$ cat src/rtl/sopc_apb_pkg.sv
// sopc_apb_pkg: shared encodings and sizes for the PicoRV32 APB bridge.
// Imported by the bridge and available to APB peripherals in the SoC.
package sopc_apb_pkg;

    // Each slave owns a 4 KB window; PADDR carries the word address in it.
    localparam int APB_WIN_BITS = 12;

    // Slave index is a 4-bit field just above the window offset.
    localparam int APB_MAX_NSLV = 16;

    typedef enum logic [1:0] {
        ST_IDLE   = 2'd0,
        ST_SETUP  = 2'd1,
        ST_ACCESS = 2'd2,
        ST_RESP   = 2'd3
    } apb_state_e;

endpackage

$ cat src/rtl/picorv32_apb_bridge.sv
// picorv32_apb_bridge: PicoRV32 native bus to APB master with per-slave
// PSEL decode, PREADY timeout, bus error flag and APBACTIVE clock hint.
module picorv32_apb_bridge
    import sopc_apb_pkg::*;
#(
    parameter int          NSLV     = 4,
    parameter logic [31:0] APB_BASE = 32'h4000_0000,
    parameter int          TIMEOUT  = 256
) (
    input  logic                 PCLK,
    input  logic                 PRESETn,
    input  logic                 mem_valid,
    input  logic [31:0]          mem_addr,
    input  logic [31:0]          mem_wdata,
    input  logic [3:0]           mem_wstrb,
    output logic                 mem_ready,
    output logic [31:0]          mem_rdata,
    output logic [NSLV-1:0]      PSEL,
    output logic [9:0]           PADDR,
    output logic                 PENABLE,
    output logic                 PWRITE,
    output logic [31:0]          PWDATA,
    input  logic [NSLV*32-1:0]   PRDATA,
    input  logic [NSLV-1:0]      PREADY,
    input  logic [NSLV-1:0]      PSLVERR,
    output logic                 APBACTIVE,
    output logic                 bus_err
);

    localparam int CW = (TIMEOUT > 1) ? $clog2(TIMEOUT + 1) : 1;
    localparam logic [CW-1:0] TO_LAST =
        (TIMEOUT > 0) ? CW'(TIMEOUT - 1) : '0;

    apb_state_e      state_q, state_d;
    logic [NSLV-1:0] psel_q, psel_d;
    logic [9:0]      paddr_q, paddr_d;
    logic            pwrite_q, pwrite_d;
    logic [31:0]     pwdata_q, pwdata_d;
    logic            penable_q, penable_d;
    logic [31:0]     rdata_q, rdata_d;
    logic            err_q, err_d;
    logic            active_q, active_d;
    logic [CW-1:0]   cnt_q, cnt_d;

    logic            hit;
    logic [3:0]      req_idx;
    logic            idx_ok;
    logic [NSLV-1:0] req_sel;
    logic [31:0]     sel_rdata;
    logic            sel_ready;
    logic            sel_err;
    logic            to_hit;
    logic            unused_addr;

    assign hit     = mem_valid && (mem_addr[31:16] == APB_BASE[31:16]);
    assign req_idx = mem_addr[APB_WIN_BITS+3:APB_WIN_BITS];
    assign idx_ok  = {28'd0, req_idx} < 32'(NSLV);

    // Byte offset inside a word never reaches the APB side.
    assign unused_addr = ^mem_addr[1:0];

    // One-hot select for the requested slave index.
    always_comb begin
        req_sel = '0;
        for (int i = 0; i < NSLV; i++) begin
            req_sel[i] = (req_idx == 4'(i));
        end
    end

    // Return path muxed by the held PSEL, so no index decode is needed.
    always_comb begin
        sel_rdata = '0;
        for (int i = 0; i < NSLV; i++) begin
            if (psel_q[i]) begin
                sel_rdata = PRDATA[i*32 +: 32];
            end
        end
    end

    assign sel_ready = |(PREADY & psel_q);
    assign sel_err   = |(PSLVERR & psel_q);
    assign to_hit    = (TIMEOUT != 0) && (cnt_q == TO_LAST);

    // Transfer sequencing, address/data latching and completion status.
    always_comb begin
        state_d   = state_q;
        psel_d    = psel_q;
        paddr_d   = paddr_q;
        pwrite_d  = pwrite_q;
        pwdata_d  = pwdata_q;
        penable_d = penable_q;
        rdata_d   = rdata_q;
        err_d     = 1'b0;
        cnt_d     = cnt_q;
        unique case (state_q)
            ST_IDLE: begin
                if (hit) begin
                    if (idx_ok) begin
                        state_d  = ST_SETUP;
                        psel_d   = req_sel;
                        paddr_d  = mem_addr[APB_WIN_BITS-1:2];
                        pwrite_d = |mem_wstrb;
                        pwdata_d = (|mem_wstrb) ? mem_wdata : 32'h0;
                        cnt_d    = '0;
                    end else begin
                        state_d = ST_RESP;
                        rdata_d = '0;
                        err_d   = 1'b1;
                    end
                end
            end
            ST_SETUP: begin
                state_d   = ST_ACCESS;
                penable_d = 1'b1;
            end
            ST_ACCESS: begin
                if (sel_ready) begin
                    state_d   = ST_RESP;
                    psel_d    = '0;
                    penable_d = 1'b0;
                    rdata_d   = pwrite_q ? 32'h0 : sel_rdata;
                    err_d     = sel_err;
                end else if (to_hit) begin
                    state_d   = ST_RESP;
                    psel_d    = '0;
                    penable_d = 1'b0;
                    rdata_d   = '0;
                    err_d     = 1'b1;
                end else if (cnt_q != {CW{1'b1}}) begin
                    cnt_d = cnt_q + CW'(1);
                end
            end
            ST_RESP: begin
                state_d = ST_IDLE;
            end
        endcase
        active_d = (state_d != ST_IDLE);
    end

    // State and bus registers; reset clears every output at once.
    always_ff @(posedge PCLK or negedge PRESETn) begin
        if (!PRESETn) begin
            state_q   <= ST_IDLE;
            psel_q    <= '0;
            paddr_q   <= '0;
            pwrite_q  <= 1'b0;
            pwdata_q  <= '0;
            penable_q <= 1'b0;
            rdata_q   <= '0;
            err_q     <= 1'b0;
            active_q  <= 1'b0;
            cnt_q     <= '0;
        end else begin
            state_q   <= state_d;
            psel_q    <= psel_d;
            paddr_q   <= paddr_d;
            pwrite_q  <= pwrite_d;
            pwdata_q  <= pwdata_d;
            penable_q <= penable_d;
            rdata_q   <= rdata_d;
            err_q     <= err_d;
            active_q  <= active_d;
            cnt_q     <= cnt_d;
        end
    end

    assign mem_ready = (state_q == ST_RESP);
    assign mem_rdata = rdata_q;
    assign bus_err   = err_q;
    assign PSEL      = psel_q;
    assign PADDR     = paddr_q;
    assign PENABLE   = penable_q;
    assign PWRITE    = pwrite_q;
    assign PWDATA    = pwdata_q;
    assign APBACTIVE = active_q;

endmodule

$ cat config.mk
export PLATFORM = sky130hd
export DESIGN_NAME = picorv32_apb_bridge
export DESIGN_NICKNAME = d
export VERILOG_FILES = /design/src/rtl/sopc_apb_pkg.sv /design/src/rtl/picorv32_apb_bridge.sv
export SDC_FILE = /design/constraint.sdc
export NUM_CORES = 1
export LEC_CHECK = 0
export BUFFER_PORTS_ARGS = -buffer_cell sky130_fd_sc_hd__buf_4
export CORE_AREA = 2 2 112 114
export DETAILED_ROUTE_END_ITERATION = 16
export DIE_AREA = 0 0 114 116
export PLACE_DENSITY = 0.85
export SYNTH_ARGS = -nofsm -noshare
export SYNTH_HDL_FRONTEND = slang
export SYNTH_SLANG_ARGS = --single-unit
$ cat constraint.sdc
create_clock -name PCLK -period 3.35 [get_ports PCLK]
set_input_delay 0.1675 -clock PCLK [delete_from_list [all_inputs] [get_ports PCLK]]
set_output_delay 0.1675 -clock PCLK [all_outputs]
set_load 0.05 [all_outputs]
==> results.md <==
Outcome:
- The run finished with clean final reports.

Placement:
- The half-perimeter wire length after placement is ~13 mm.
- The cell area after placement is 7230 µm².
- In this run the tool buffered the top-level ports with approximately 290 buffer cells.
- The global placer's final weighted congestion is 0.838.
- Once placement completed, the tool counted placed cells totaling 943.

STA:
- After layout, the worst path uses between 70% and 80% of the clock period.
- In the final timing run, aggregate negative setup slack is 0 ns.
- The maximum operating frequency is 408 MHz.
- In this run the tightest slew margin relative to its limit is 27.4%.
- For the pin with the worst max-slew slack, the measured transition is approximately 1.1 ns.
- Setup repair after global routing left no endpoint under its margin.
- The max-slew violation count is 0.
- Counting I/O delays and the setup requirement, the final critical path takes 2.45 ns.
- The clock skew is 0.0120 ns.
- The total count of hold-check failures in the final report was 0.
- The final count of negative-setup-slack endpoints is 0.
- The tightest hold path in the finished design has a slack of 0.0317 ns.

Floorplanning:
- The floorplan step defined a die boundary enclosing ~13000 µm².
- The die is around 120 µm tall.
- During I/O placement, the number of pins put on the boundary was 290.
- The region available for standard cell placement spans 11900 µm².
- The die span in x is 114 µm.
- The initial cell density of the core is 42.0%.
- The site row count is 40.

Global route:
- The global-route total usage across every layer is roughly a quarter.
- The number of global-route vias before repair is 5208.
- Entering global routing, the biggest net connects 66 pins.
- The number of antenna violations at the first check in global routing is 2.
- Global routing finished with a remaining overflow of 0.
- The wire length of the first global-routing pass is between 20 and 30 mm.

Critical path:
- The register-to-register setup slack is 0.96 ns.
- The top fanout value on the critical path is 32.
- The launching element type of the critical path is an input pin.
- The critical path data arrival time is 2.69 ns.
- Data on the critical path is required at its endpoint by between 3 and 4 ns.
- The worst setup path is captured at a flip-flop.
- The category of the most critical setup path is input pin to flip-flop.

Logic synthesis:
- The net count after synthesis is 758.
- The number of enable-type register cells in the synthesized netlist is 0.
- The number of library cell types mapped by synthesis is 41.
- Of the post-synthesis cell area, the dominant cell type holds between 40% and 50%.
- The gate count of the mapped netlist is 543.
- The top flip-flop cell by instance count after synthesis is sky130_fd_sc_hd__dfrtp_1.
- The Yosys warning count is 0.
- The sequential-to-total area share from yosys stat is 46.5%.
- The fraction of registers with async set/reset is between 90% and 100%.
- Counting flops and latches in the post-synthesis netlist gives 93.
- The netlist area before placement is 5000 µm².
- Each instance of the synthesized netlist takes up on average 9.21 µm².
- By area the synthesized netlist is led by sky130_fd_sc_hd__dfrtp_1 47%, sky130_fd_sc_hd__nand2_1 7.9%, sky130_fd_sc_hd__o2bb2ai_2 6.0%.
- The synthesized design spends more area on one cell type than any other, namely sky130_fd_sc_hd__dfrtp_1.

Clocking:
- Clock-pin slew was measured on the worst setup and hold paths at roughly 0.070 ns.
- Buffers inserted to repair hold after CTS numbered 1.
- The master cell of the clock root buffer is sky130_fd_sc_hd__clkbuf_16.
- The quantity of gates resized following cts is 0.
- The number of CTS-inserted buffers is 9.
- The buffers inserted during post-CTS setup optimization is 0.
- TritonCTS built the clock tree.
- The clock latency on the worst-skew pair is 0.33 ns.
- For this design, the sink count on the clock tree is 93.
- Counting along the longest clock path gives a buffer depth of 2.
- The H-tree was split into 3 levels.

Drt:
- The detailed-route vias per instance is 5.43.
- The first-pass detailed-route iteration total is 5.
- The detail route stage leaves a number of antenna-violating nets equal to 0.
- Summed over all layers, the routed wires come to 16.6 mm.
- The detailed router finished its first iteration with 306 violations.
- The average wire per cell in the routed design is 17.3 µm.
- The via count is 5227.
- The DRC violation count after routing is 0.

Finish:
- The share of cells above drive strength 1 is 42.7%.
- The library cell used most frequently in the layout, excluding fill and tap cells, is sky130_fd_sc_hd__buf_4.
- The summed area of non-filler cells in the final layout is roughly 7600 µm².
- At the end of the flow, the number of nets in the layout was 1023.
- Once layout is complete, the cells apart from fillers number just under 1000.
- Cells fill roughly 64% of the core in the end.
- Leaving out fill and tap cells, the most frequent cells in the layout are 297 x sky130_fd_sc_hd__buf_4, 105 x sky130_fd_sc_hd__nand2_1, 91 x sky130_fd_sc_hd__dfrtp_1, 39 x sky130_fd_sc_hd__a21oi_1.
- Relative to the synthesized area, the layout overhead comes to 52.0%.
- The layout has 985 filler cells.

Power:
- The worst voltage drop across the vdd grid is 0.303 mV.
- In this run the static leakage power is slightly below 4 nW.
- Power spread over the standard cell area amounts to 578 nW/µm².

Worst hold path:
- The tightest min-delay check is of the input pin to flip-flop type.

Flow run:
- The number of maximum-capacitance violations is 0.
==> per-layer routing <==
metal | routed length (µm) | part of all wire, % | GRT usage (%) | vias up
met2 | 8290 | 50 | 43.5 | 235
met3 | 1660 | 10 | 7.43 | 30
met4 | 568 | 3.4 | 11.4 | 0
li1 | - | - | - | 2505
met1 | 6110 | 37 | 27.5 | 2457
met5 | 0 | 0 | 0 | -
==> where the power goes <==
group          internal [mW]  switching (mW)
sequential              1.23           0.110
clock                  0.756           0.428
combinational          0.713            1.16
==> worst paths after layout <==
path                                  to          from  cells after the start
max                        mem_rdata[15]  mem_addr[17]                      7
min                             PADDR[4]   mem_addr[6]                      3
max reg2reg                mem_rdata[15]      cnt_q[0]                      9
min reg2reg                     PADDR[7]      PADDR[7]                      2
max in group asynchronous   mem_rdata[2]       PRESETn                      3
min in group asynchronous     PWDATA[31]       PRESETn                      2
==> kinds of logic after synthesis <==
family | Yosys count | share of synthesized area [%]
multiplexers | 5 | 1.13
buffers and inverters | 49 | 4.15
adder cells (fa/ha/maj) | 8 | 2.00
flip-flops | 93 | 46.5
AND/OR/NAND/NOR | 254 | 24.2
AO/OA/AOI/OAI | 134 | 22.0
==> through the flow <==
step                      setup WS [ns]  power, mW
final                             0.901       4.39
after detailed placement          0.571       3.23
after global routing              0.736       4.66
after CTS                         0.915       4.43
after floorplan                   0.989       2.62
after global placement            0.621       3.19
==> area by class of cell <==
class	instances	area, µm²	area share [%]
multi-input cells	401	2470	32.5
flip-flops and latches	93	2330	30.6
repair buffers	298	2240	29.5
clock buffers	10	239	3.14
well taps	147	184	2.42
clock inverters	6	116	1.53
inverters	5	18.8	0.247
diodes	3	7.51	0.0987
==> critical path, stage by stage <==
cell and delay, ns:
sky130_fd_sc_hd__buf_4 0.11, sky130_fd_sc_hd__or4_4 0.54, sky130_fd_sc_hd__or4_4 0.51, sky130_fd_sc_hd__o31ai_2 0.25, sky130_fd_sc_hd__or4b_2 0.60, sky130_fd_sc_hd__buf_4 0.29, sky130_fd_sc_hd__o2bb2ai_1 0.21
==> flip-flops by register name (all words and copies together) (netlist names) <==
signal and flops:
bus_err 1, cnt_q 9, state_q 2, PENABLE 1, PADDR 10, PWDATA 32
PSEL 4, PWRITE 1, APBACTIVE 1, mem_rdata 32
==> cell usage after synthesis, drive strengths merged, types with 3 or more instances <==
cell     instances
and3             5
nand3           37
inv              5
a22oi            4
a21oi           39
o21ai           10
buf              6
nor2b           33
nor3            37
nand2          105
a221oi          32
nor4             4
a22o             3
mux2             5
dfrtp           93
clkbuf          38
o31ai            4
or4              4
ha               8
o2bb2ai         32
nor2            19
(Power assumes the default switching activity.)
